$ cat src/rtl/param_tick_counter.sv
// Prescaled up/down counter over 0..MAX, stepping once every DIV clk cycles while enabled.
// Latency: count/tick/tc registered, one cycle after the sampling edge; first step on the DIV-th edge.
// Backpressure: none; en=0 freezes prescaler and count, clear/load preempt a coinciding step.
//
// Ports:
//   clk       system clock, all state on rising edge
//   reset     asynchronous active-low reset
//   en        run enable (freezes prescaler and count when low)
//   up        direction, 1 = up, 0 = down
//   load      synchronous load of load_val (clamped to MAX)
//   load_val  value to load
//   clear     synchronous clear to 0 (wins over load)
//   sat_mode  1 = saturate at limits, 0 = wrap (only honoured with PCNT_SAT_EN)
//   count     current count
//   tick      one-cycle pulse on each count step
//   tc        one-cycle pulse when a step starts at the terminal value
//
// Build option: define PCNT_SAT_EN to enable saturation; otherwise the counter always wraps.
module param_tick_counter #(
    parameter int WIDTH = 4,
    parameter int MAX   = 15,
    parameter int DIV   = 50_000_000,
    parameter int INIT  = 0
) (
    input  logic             clk,
    input  logic             reset,
    input  logic             en,
    input  logic             up,
    input  logic             load,
    input  logic [WIDTH-1:0] load_val,
    input  logic             clear,
    input  logic             sat_mode,
    output logic [WIDTH-1:0] count,
    output logic             tick,
    output logic             tc
);

    // With DIV=1 the one-bit prescaler sits at 0, which is also DIV-1,
    // so every enabled cycle is a step without a special case.
    localparam int DIV_W = (DIV > 1) ? $clog2(DIV) : 1;

    localparam logic [DIV_W-1:0] DIV_LAST = DIV_W'(DIV - 1);
    localparam logic [WIDTH-1:0] MAX_V    = WIDTH'(MAX);
    localparam logic [WIDTH-1:0] INIT_V   = WIDTH'(INIT);

    logic [DIV_W-1:0] div_cnt;
    logic             div_last;
    logic             step;
    logic             sat;
    logic             at_term;
    logic [WIDTH-1:0] load_clamped;
    logic [WIDTH-1:0] count_nxt;

`ifdef PCNT_SAT_EN
    assign sat = sat_mode;
`else
    logic unused_sat_mode;
    assign unused_sat_mode = sat_mode;
    assign sat             = 1'b0;
`endif

    assign div_last     = (div_cnt == DIV_LAST);
    assign step         = en && div_last && !clear && !load;
    assign load_clamped = (load_val > MAX_V) ? MAX_V : load_val;

    // Terminal value follows the direction sampled on the step edge.
    assign at_term = up ? (count == MAX_V) : (count == '0);

    always_comb begin
        count_nxt = count;
        if (at_term) begin
            if (!sat) begin
                count_nxt = up ? '0 : MAX_V;
            end
        end else begin
            count_nxt = up ? (count + 1'b1) : (count - 1'b1);
        end
    end

    always_ff @(posedge clk or negedge reset) begin
        if (!reset) begin
            count   <= INIT_V;
            div_cnt <= '0;
            tick    <= 1'b0;
            tc      <= 1'b0;
        end else begin
            tick <= step;
            tc   <= step && at_term;
            if (clear) begin
                count   <= '0;
                div_cnt <= '0;
            end else if (load) begin
                count   <= load_clamped;
                div_cnt <= '0;
            end else begin
                if (en) begin
                    div_cnt <= div_last ? '0 : (div_cnt + 1'b1);
                end
                if (step) begin
                    count <= count_nxt;
                end
            end
        end
    end

endmodule
$ cat config.mk
export PLATFORM = sky130hd
export DESIGN_NAME = param_tick_counter
export DESIGN_NICKNAME = d
export VERILOG_FILES = /design/src/rtl/param_tick_counter.sv
export SDC_FILE = /design/constraint.sdc
export NUM_CORES = 1
export LEC_CHECK = 0
export CAP_MARGIN = 30
export CORE_MARGIN = 3
export CORE_UTILIZATION = 38
export DETAILED_ROUTE_END_ITERATION = 7
export PLACE_DENSITY = 0.6
export SETUP_SLACK_MARGIN = 0.5
export SLEW_MARGIN = 10
export SYNTH_ARGS = -nofsm -noshare
export SYNTH_HDL_FRONTEND = slang
export SYNTH_SLANG_ARGS = --single-unit
$ cat constraint.sdc
create_clock -name clk -period 6.42 [get_ports clk]
set_clock_uncertainty 0.2 [all_clocks]
set_input_delay 0.963 -clock clk [delete_from_list [all_inputs] [get_ports clk]]
set_output_delay 0.963 -clock clk [all_outputs]
set_load 0.005 [all_outputs]
==> impl_metrics.env, run 1 <==
export IMPL_die_width_um=78.11
export IMPL_cts_setup_buffers=0
export IMPL_antenna_cells=0
export IMPL_cts_reportedPaths_clkPinSlew_ns=0.07
export IMPL_synth_seq_area_share_pct=40.53
export IMPL_post_route_cells_drive_above_1_share_pct=8.085
export IMPL_postSynthNetCount=237
export IMPL_tightest_pin_transition_ns=0.9084
export IMPL_drt_iter0_drc=136
export IMPL_run_status="finished clean"
export IMPL_cts_tree="built"
export IMPL_synth_area_leader_cell="sky130_fd_sc_hd__dfrtp_1"
export IMPL_crit_reg2reg_launch="div_cnt[1]"
export IMPL_synth_cell_types=48
export IMPL_synth_avg_cell_area_sq_um=8.899
export IMPL_via_per_inst=5.672
export IMPL_final_net_count=249
export IMPL_holdPathStages=1
export IMPL_synth_cells=222
export IMPL_max_cap_viol_count=0
export IMPL_grt_overflow_total=0
export IMPL_setup_total_negative_slack_ns=0
export IMPL_power_static_leakage_nw=0.9370
export IMPL_core_area_sq_um=4880
export IMPL_first_global_vias=1554
export IMPL_finalWirelength_mm=4.270
export IMPL_detailed_place_area_sq_um=2157
export IMPL_hold_end="div_cnt[12]"
export IMPL_timing_final_hold_violations=0
export IMPL_regToRegEndpoint="div_cnt[20]"
export IMPL_grt_antenna_before_repair=0
export IMPL_period_share_pct=45.18
export IMPL_place_congestion=0.7611
export IMPL_hpwlAfterDp_mm=2.862
export IMPL_peakVddDrop_uv=62.76
export IMPL_reg2regPathDepth=6
export IMPL_drcViolationCount=0
export IMPL_max_freq_ghz=0.3447
export IMPL_ys_ff_latch=32
export IMPL_root_buffer="sky130_fd_sc_hd__clkbuf_8"
export IMPL_finalMaxSlewViolations=0
export IMPL_ctsHtreeMaxLevel=2
export IMPL_timing_hold_worst_start="div_cnt[12]"
export IMPL_fin_area_sq_um=2251
export IMPL_port_buffers=15
export IMPL_register_area_sq_um=800.8
export IMPL_ant_nets=0
export IMPL_grt_util_all_layers_pct=15.56
export IMPL_yosysTopAreaCellShare_pct=40.53
export IMPL_die_height_um=78.11
export IMPL_post_synth_instance_area_sq_um=1976
export IMPL_io_pins=17
export IMPL_critical_path_arrival_ns=2.92
export IMPL_rows=25
export IMPL_number_of_setup_violations_in_the_final_report=0
export IMPL_worst_setup_path_end_kind="flop"
export IMPL_tritoncts_buffers=5
export IMPL_multi_input_comb_area_sq_um=1074
export IMPL_hold_buffers=0
export IMPL_drt_pre_antenna_iters=4
export IMPL_start_util_pct=40.49
export IMPL_layout_min_cycle_time_ns=2.901
export IMPL_worst_relative_slew_slack_pct=39.21
export IMPL_grt_first_pass_wirelength_mm=7.672
export IMPL_hold_class="reg -> reg"
export IMPL_syn_to_final_growth_pct=13.93
export IMPL_grt_setup_unrepaired="false"
export IMPL_filler_cell_count=490
export IMPL_wire_per_inst_um=14.14
export IMPL_synth_warnings=0
export IMPL_required_ns=6.44
export IMPL_crit_path_start_kind="primary input"
export IMPL_pin_count_of_the_biggest_net_entering_global_routing=46
export IMPL_design_die_area_sq_um=6100
export IMPL_timing_setup_critical_path_class="in -> reg"
export IMPL_cp_max_fo=11
export IMPL_cts_repair_resized=0
export IMPL_clock_path_buffers=2
export IMPL_ff2ff_setup_slack_ns=3.86
export IMPL_cells_taking_the_most_area_after_synthesis="sky130_fd_sc_hd__dfrtp_1 (41%), sky130_fd_sc_hd__a31oi_1 (6.0%), sky130_fd_sc_hd__nand2_1 (5.1%)"
export IMPL_clock_sinks=32
export IMPL_power_density_nw_per_um2=187.9
export IMPL_detailroute_via_count=1713
export IMPL_clock_latency_ns=0.29
## layer usage
layer / wire length, um / part of all wire (%) / global-route usage (%) / vias up
li1: - / - / - / 863
met1: 2209 / 52 / 22.98 / 810
met2: 1809 / 42 / 21.83 / 34
met3: 200 / 4.7 / 4.817 / 6
met4: 51 / 1.2 / 4.196 / 0
met5: 0 / 0 / 0 / -
## where the power goes
| group | total [mW] | switching, mW | internal (mW) | leakage [nW] |
|---|---|---|---|---|
| clock network | 0.163 | 0.0757 | 0.0871 | 0.0445 |
| logic | 0.0501 | 0.0269 | 0.0231 | 0.450 |
| registers | 0.210 | 0.00552 | 0.205 | 0.443 |
## Yosys cell counts (all sizes together)
library cell / n
nor3: 7
or2: 1
nand2b: 5
and4: 4
nand3: 9
o31ai: 3
or4b: 1
and3: 11
nor4: 2
fa: 1
or4: 1
xnor2: 1
dfrtp: 32
mux2i: 2
a22oi: 2
a32oi: 2
a41oi: 2
nand2: 27
mux2: 1
nand4bb: 2
a211o: 1
o21a: 2
a21boi: 1
and2: 4
o22ai: 2
a22o: 2
xor2: 2
clkbuf: 4
a31oi: 19
a21o: 2
nor2: 10
o21ai: 5
buf: 9
inv: 7
nand3b: 1
nand4: 9
ha: 3
a21oi: 21
o211ai: 1
a221o: 1
## kinds of logic (layout without fill, tap and decap cells)
| logic type | count (synthesis) | in the layout | share of synthesized area (%) |
|---|---|---|---|
| buf+inv | 20 | 33 | 5.130 |
| compound gates | 66 | 66 | 21.22 |
| mux | 3 | 3 | 1.583 |
| xor+xnor | 3 | 3 | 1.330 |
| fa+ha+maj | 4 | 4 | 2.913 |
| flops | 32 | 32 | 40.53 |
| simple gates | 94 | 94 | 27.30 |
## critical path, cell delays in order
cell	delay, ns
sky130_fd_sc_hd__clkdlybuf4s50_1	0.58
sky130_fd_sc_hd__or2_2	0.39
sky130_fd_sc_hd__nor2_1	0.70
sky130_fd_sc_hd__mux2_2	0.29
## registers in the layout (all words and copies together) (netlist names)
| register | count |
|---|---|
| count | 4 |
| div_cnt | 26 |
| tc | 1 |
| tick | 1 |
## how the worst max path moves through the flow
stage | from | slack (ns) | cells past startpoint | to
2_1_floorplan | load | 4.00 | 7 | div_cnt[4]
3_3_place_gp | load | 3.19 | 4 | div_cnt[0]
3_5_place_dp | load | 3.20 | 4 | div_cnt[0]
4_1_cts | load | 3.50 | 4 | div_cnt[0]
5_1_grt | load | 3.35 | 5 | div_cnt[15]
6_report | load | 3.52 | 4 | div_cnt[0]
## layout by cell type, fill, tap and decap left out, drive strengths merged, types with 5 or more instances in the layout
cell type	instances
nor3	7
inv	7
and3	11
nand4	9
clkdlybuf4s50	15
nand2	27
o21ai	5
nand3	9
nand2b	5
a31oi	19
dfrtp	32
a21oi	21
clkbuf	7
nor2	10
## final cells by class
class | count | share of cell area [%]
tap | 67 | 3.724
clock inverter | 1 | 0.3335
sequential | 32 | 35.58
clock buffer | 7 | 3.835
inverter | 7 | 1.167
timing repair buffer | 18 | 7.671
multi-input combinational | 170 | 47.69
## stage by stage
stage | hold slack [ns] | cells | power [mW] | utilization (%) | setup slack, ns
detailed placement | 0.2824 | 294 | 0.2644 | 44.21 | 3.204
global route | 0.3206 | 302 | 0.4473 | 46.13 | 3.350
floorplan | 0.2549 | 222 | 0.2415 | - | 4.005
finish | 0.2857 | 302 | 0.4231 | 46.13 | 3.519
CTS | 0.2919 | 302 | 0.4302 | 46.13 | 3.501
global placement | 0.2785 | 294 | 0.2636 | 44.21 | 3.186
No activity file was read; power rests on OpenSTA's default activity.
==> run 2, diff against run 1 <==
Clock period 6.42 ns to 3 ns, I/O delays scaled along.
==> run 2 against run 1 <==
First-iteration DRC count is 38% lower; critical endpoint is now count[3]; critical path type unchanged; register-to-register slack worse by 3.1 ns; global-route usage shrank 0.84 points; non-clock buffer count is 3 higher; wire length is 0.56% lower.
==> impl_metrics.env, run 2 (synthesis results as in run 1) <==
export IMPL_setup_total_negative_slack_ns=0
export IMPL_worst_relative_slew_slack_pct=65.81
export IMPL_fin_hold_ws_ns=0.3006
export IMPL_place_congestion=0.8022
export IMPL_first_global_vias=1510
export IMPL_peakVddDrop_uv=217.4
export IMPL_worst_path_max_delay_cell="sky130_fd_sc_hd__clkdlybuf4s50_1"
export IMPL_register_area_sq_um=800.8
export IMPL_startpoint="up"
export IMPL_largestRegisters="div_cnt x26, count x4"
export IMPL_final_net_count=252
export IMPL_root_buffer="sky130_fd_sc_hd__clkbuf_8"
export IMPL_placed_cells_incl_taps=297
export IMPL_multi_input_comb_area_sq_um=1074
export IMPL_finalMaxSlewViolations=0
export IMPL_final_common_cell="sky130_fd_sc_hd__dfrtp_1"
export IMPL_io_pins=17
export IMPL_number_of_setup_violations_in_the_final_report=0
export IMPL_syn_to_final_growth_pct=14.88
export IMPL_postLayoutCoreUtil_pct=46.51
export IMPL_die_height_um=78.11
export IMPL_timing_final_hold_violations=0
export IMPL_clock_latency_ns=0.29
export IMPL_core_area_sq_um=4880
export IMPL_cp_max_fo=6
export IMPL_grt_setup_unrepaired="false"
export IMPL_critical_path_arrival_ns=2.25
export IMPL_max_freq_ghz=0.4349
export IMPL_hpwlAfterDp_mm=2.877
export IMPL_die_width_um=78.11
export IMPL_layout_min_cycle_time_ns=2.299
export IMPL_rows=25
export IMPL_clock_sinks=32
export IMPL_antenna_cells=0
export IMPL_worst_setup_path_end_kind="flop"
export IMPL_filler_cell_count=486
export IMPL_start_util_pct=40.49
export IMPL_regToRegEndpoint="div_cnt[25]"
export IMPL_design_die_area_sq_um=6100
export IMPL_timing_critical_path_to="count[3]"
export IMPL_max_flop_register="div_cnt"
export IMPL_path_delay_family="buffers and inverters"
export IMPL_cts_tree="built"
export IMPL_run_status="finished clean"
export IMPL_crit_reg2reg_launch="div_cnt[0]"
export IMPL_tritoncts_buffers=5
export IMPL_ant_nets=0
export IMPL_period_share_pct=76.65
export IMPL_critPathMaxStageDelay_ns=0.58
export IMPL_crit_path_start_kind="primary input"
export IMPL_tightest_pin_transition_ns=0.5116
export IMPL_critical_path_buf_inv_count=2
export IMPL_cts_reportedPaths_clkPinSlew_ns=0.07
export IMPL_port_buffers=15
export IMPL_drt_pre_antenna_iters=4
export IMPL_wire_per_inst_um=13.97
export IMPL_drt_iter0_drc=85
export IMPL_clock_path_buffers=2
export IMPL_pin_count_of_the_biggest_net_entering_global_routing=46
export IMPL_detailroute_via_count=1711
export IMPL_detailed_place_area_sq_um=2192
export IMPL_grt_antenna_before_repair=0
export IMPL_via_per_inst=5.628
export IMPL_cts_setup_buffers=0
export IMPL_final_cell_mix="sky130_fd_sc_hd__dfrtp_1 (32), sky130_fd_sc_hd__nand2_1 (27), sky130_fd_sc_hd__a21oi_1 (20)"
export IMPL_reg2regPathDepth=7
export IMPL_hold_class="reg -> reg"
export IMPL_path_cells="clkdlybuf4s50_1 -> inv_1 -> ha_1 -> and3_1 -> a211o_1 -> a32oi_1 -> o31ai_1"
export IMPL_final_instance_count_without_filler_cells=304
export IMPL_finalWirelength_mm=4.246
export IMPL_ctsHtreeMaxLevel=2
export IMPL_grt_overflow_total=0
export IMPL_max_cap_viol_count=0
export IMPL_grt_first_pass_wirelength_mm=7.176
export IMPL_hold_buffers=0
export IMPL_timing_hold_worst_start="div_cnt[12]"
export IMPL_cts_repair_resized=0
export IMPL_largest_register_ffs=26
export IMPL_fin_area_sq_um=2270
export IMPL_power_static_leakage_nw=0.9528
export IMPL_post_route_cells_drive_above_1_share_pct=8.861
export IMPL_power_density_nw_per_um2=383.6
export IMPL_required_ns=2.95
export IMPL_timing_setup_critical_path_class="in -> reg"
export IMPL_ff2ff_setup_slack_ns=0.75
export IMPL_drcViolationCount=0
export IMPL_grt_util_all_layers_pct=14.72
export IMPL_crit_cells=7
==> run 2: final cells by class <==
class                           instances  share of cell area, %
Clock buffer                            6                  3.197
Clock inverter                          1                 0.2205
Inverter                                7                  1.158
Multi-Input combinational cell        170                  47.30
Sequential cell                        32                  35.28
Tap cell                               67                  3.693
Timing Repair Buffer                   21                  9.151
==> run 2: metrics by stage <==
stage                     setup slack, ns  total power, mW
after floorplan                    0.9394           0.5169
after global placement             0.4010           0.5678
after detailed placement           0.3864           0.5680
after CTS                          0.6224           0.8812
after global routing               0.5864           0.9180
final                              0.7005           0.8707
==> run 2: per-layer routing <==
| metal | GRT usage, % | share of wire [%] | up-vias |
|---|---|---|---|
| met4 | 3.671 | 0.64 | 0 |
| li1 | - | - | 864 |
| met5 | 0 | 0 | - |
| met2 | 22.26 | 43 | 42 |
| met1 | 19.99 | 50 | 802 |
| met3 | 5.390 | 6.6 | 3 |
==> run 2: how the worst min path moves through the flow <==
stage                        to  slack [ns]  cells past startpoint
floorplan              count[0]       -0.05                      0
global placement    div_cnt[12]        0.28                      1
detailed placement  div_cnt[12]        0.29                      1
CTS                 div_cnt[12]        0.30                      1
global route        div_cnt[11]        0.33                      1
finish              div_cnt[12]        0.30                      1
==> run 2: where the power goes <==
group,switching (mW),total [mW],internal (mW),leakage [nW]
sequential,0.0114,0.450,0.438,0.443
clock,0.155,0.312,0.157,0.0410
combinational,0.0569,0.109,0.0519,0.469
==> run 2: worst reg2reg max path, delay by kind of cell (launching register included) <==
kind / cells / cell delay, ns
adder cells (fa/ha/maj): 1 / 0.23
AND/OR/NAND/NOR: 3 / 0.74
AO/OA/AOI/OAI: 2 / 0.37
flip-flops: 1 / 0.40
buffers and inverters: 1 / 0.19
==> run 3, diff against run 2 <==
Settings changed: PLACE_DENSITY 0.6 to 0.62.
Clock period 3 ns to 1.97 ns, I/O delays scaled along.
==> run 3 against run 2 <==
Global-route usage grew 3.6 points; critical path depth is the same; core utilization grew 15 points; worst hold slack lost 0.088 ns; highest routed layer unchanged.
==> impl_metrics.env, run 3 (synthesis results as in run 1) <==
export IMPL_period_share_pct=99.85
export IMPL_worst_setup_path_end_kind="flop"
export IMPL_rows=25
export IMPL_clock_latency_ns=0.29
export IMPL_first_global_vias=1934
export IMPL_syn_to_final_growth_pct=52.94
export IMPL_cts_tree="built"
export IMPL_ant_nets=0
export IMPL_worst_relative_slew_slack_pct=71.44
export IMPL_layout_min_cycle_time_ns=1.967
export IMPL_hold_buffers=0
export IMPL_drcViolationCount=0
export IMPL_detailroute_via_count=1950
export IMPL_pwr_share_seq_pct=46.9
export IMPL_final_cell_mix="sky130_fd_sc_hd__buf_4 (51), sky130_fd_sc_hd__dfrtp_1 (29), sky130_fd_sc_hd__nand2_1 (25)"
export IMPL_max_cap_viol_count=0
export IMPL_grt_setup_unrepaired="true"
export IMPL_via_per_inst=5.372
export IMPL_root_buffer="sky130_fd_sc_hd__clkbuf_8"
export IMPL_required_ns=1.94
export IMPL_fin_hold_ws_ns=0.2130
export IMPL_max_freq_ghz=0.5084
export IMPL_grt_busiest_layer="met2"
export IMPL_ctsHtreeMaxLevel=2
export IMPL_pin_count_of_the_biggest_net_entering_global_routing=33
export IMPL_grt_first_pass_wirelength_mm=8.976
export IMPL_run_status="finished clean"
export IMPL_die_width_um=78.11
export IMPL_clock_sinks=32
export IMPL_fraction_of_met1_tracks_used_by_global_routing_pct=23.21
export IMPL_totalPowerFinal_mw=1.451
export IMPL_io_pins=17
export IMPL_final_instance_count_without_filler_cells=363
export IMPL_die_height_um=78.11
export IMPL_grt_antenna_before_repair=0
export IMPL_drt_pre_antenna_iters=4
export IMPL_finalWirelength_mm=5.331
export IMPL_power_density_nw_per_um2=480.2
export IMPL_tritoncts_buffers=5
export IMPL_final_net_count=311
export IMPL_core_area_sq_um=4880
export IMPL_power_static_leakage_nw=1.348
export IMPL_grt_use_met2_pct=31.51
export IMPL_start_util_pct=40.49
export IMPL_p_sw_mw=0.3857
export IMPL_peakVddDrop_uv=310.1
export IMPL_final_common_cell="sky130_fd_sc_hd__buf_4"
export IMPL_grt_util_met3_pct=3.555
export IMPL_cts_reportedPaths_clkPinSlew_ns=0.07
export IMPL_timing_final_hold_violations=0
export IMPL_placed_cells_incl_taps=340
export IMPL_drt_iter0_drc=119
export IMPL_tightest_pin_transition_ns=0.4284
export IMPL_post_route_cells_drive_above_1_share_pct=40.54
export IMPL_p_clk_share_pct=32.8
export IMPL_clock_path_buffers=2
export IMPL_critical_path_arrival_ns=1.94
export IMPL_switching_share_pct=26.58
export IMPL_hpwlAfterDp_mm=3.334
export IMPL_grt_util_all_layers_pct=18.34
export IMPL_cp_max_fo=3
export IMPL_largestRegisters="div_cnt x26, count x4"
export IMPL_hold_class="in -> async"
export IMPL_design_die_area_sq_um=6100
export IMPL_combinationalPowerShare_pct=20.4
export IMPL_max_flop_register="div_cnt"
export IMPL_port_buffers=15
export IMPL_number_of_setup_violations_in_the_final_report=0
export IMPL_crit_path_start_kind="flop"
export IMPL_postLayoutCoreUtil_pct=61.92
export IMPL_largest_register_ffs=26
export IMPL_timing_setup_critical_path_class="reg -> reg"
export IMPL_antenna_cells=0
export IMPL_place_congestion=0.8508
export IMPL_finalMaxSlewViolations=0
export IMPL_grt_overflow_total=0
export IMPL_p_int_mw=1.065
export IMPL_wire_per_inst_um=14.69
-- run 3: cell types whose count changed in the layout (fill, tap and decap cells not counted), sizes merged --
cell           before  now
dlymetal6s2s        0    2
clkdlybuf4s50      15    8
buf                 6   68
dlygate4sd2         0    2
-- run 3: path summary, 6_finish.rpt --
check | from | endpoint | slack, ns | depth (start not counted)
min in group clk | div_cnt[24] | div_cnt[24] | 0.31 | 1
worst max register to register | div_cnt[11] | div_cnt[25] | 0.003 | 7
worst min register to register | div_cnt[24] | div_cnt[24] | 0.31 | 1
max in group asynchronous | reset | div_cnt[3] | 1.03 | 2
worst min-delay path | reset | div_cnt[13] | 0.21 | 2
worst max-delay path | div_cnt[11] | div_cnt[25] | 0.003 | 7
-- run 3: through the flow --
step                        TNS, ns  setup WS (ns)  area, sq um
after floorplan                   0        0.02781         1991
after global placement       -1.451        -0.2377         2505
after detailed placement     -1.618        -0.2630         2505
after CTS                 -0.004968      -0.002759         2798
after global routing         -1.255        -0.1108         3022
final                             0       0.002889         3022
-- run 3: power groups by stage --
| stage | clock network (mW) | registers (mW) | logic, mW |
|---|---|---|---|
| floorplan | 0 | 0.692 | 0.0990 |
| global placement | 0 | 0.689 | 0.211 |
| detailed placement | 0 | 0.689 | 0.216 |
| CTS | 0.498 | 0.678 | 0.259 |
| global route | 0.528 | 0.681 | 0.323 |
| finish | 0.475 | 0.680 | 0.295 |
-- run 3: worst max-delay path: stages (launching register included) --
cell and delay (ns):
sky130_fd_sc_hd__dfrtp_1 0.38, sky130_fd_sc_hd__nor4_2 0.27, sky130_fd_sc_hd__buf_4 0.16, sky130_fd_sc_hd__and3_4 0.19
sky130_fd_sc_hd__a21oi_2 0.08, sky130_fd_sc_hd__buf_4 0.16, sky130_fd_sc_hd__and3_1 0.16, sky130_fd_sc_hd__a221o_1 0.25
-- run 3: cell type report --
cell class	instances	area (sq um)
repair buffers	80	694.4
clock inverters	1	5.005
well taps	67	83.83
fillers	442	1858
flip-flops and latches	32	804.5
inverters	7	26.28
clock buffers	6	72.57
multi-input cells	170	1335
-- run 3: metal layers --
metal  vias to the layer above  wire [um]  share of wire, %
met2                        27       2667                50
met1                       934       2425                45
met4                         0         86               1.6
met5                         -          0                 0
met3                         8        151               2.8
li1                        981          -                 -
-- run 3: timing repair --
item	in CTS	in global routing
setup buffers	12	2
resized for setup	49	34
setup endpoints to repair	38	35
gates cloned	2	0
pin swaps	12	10
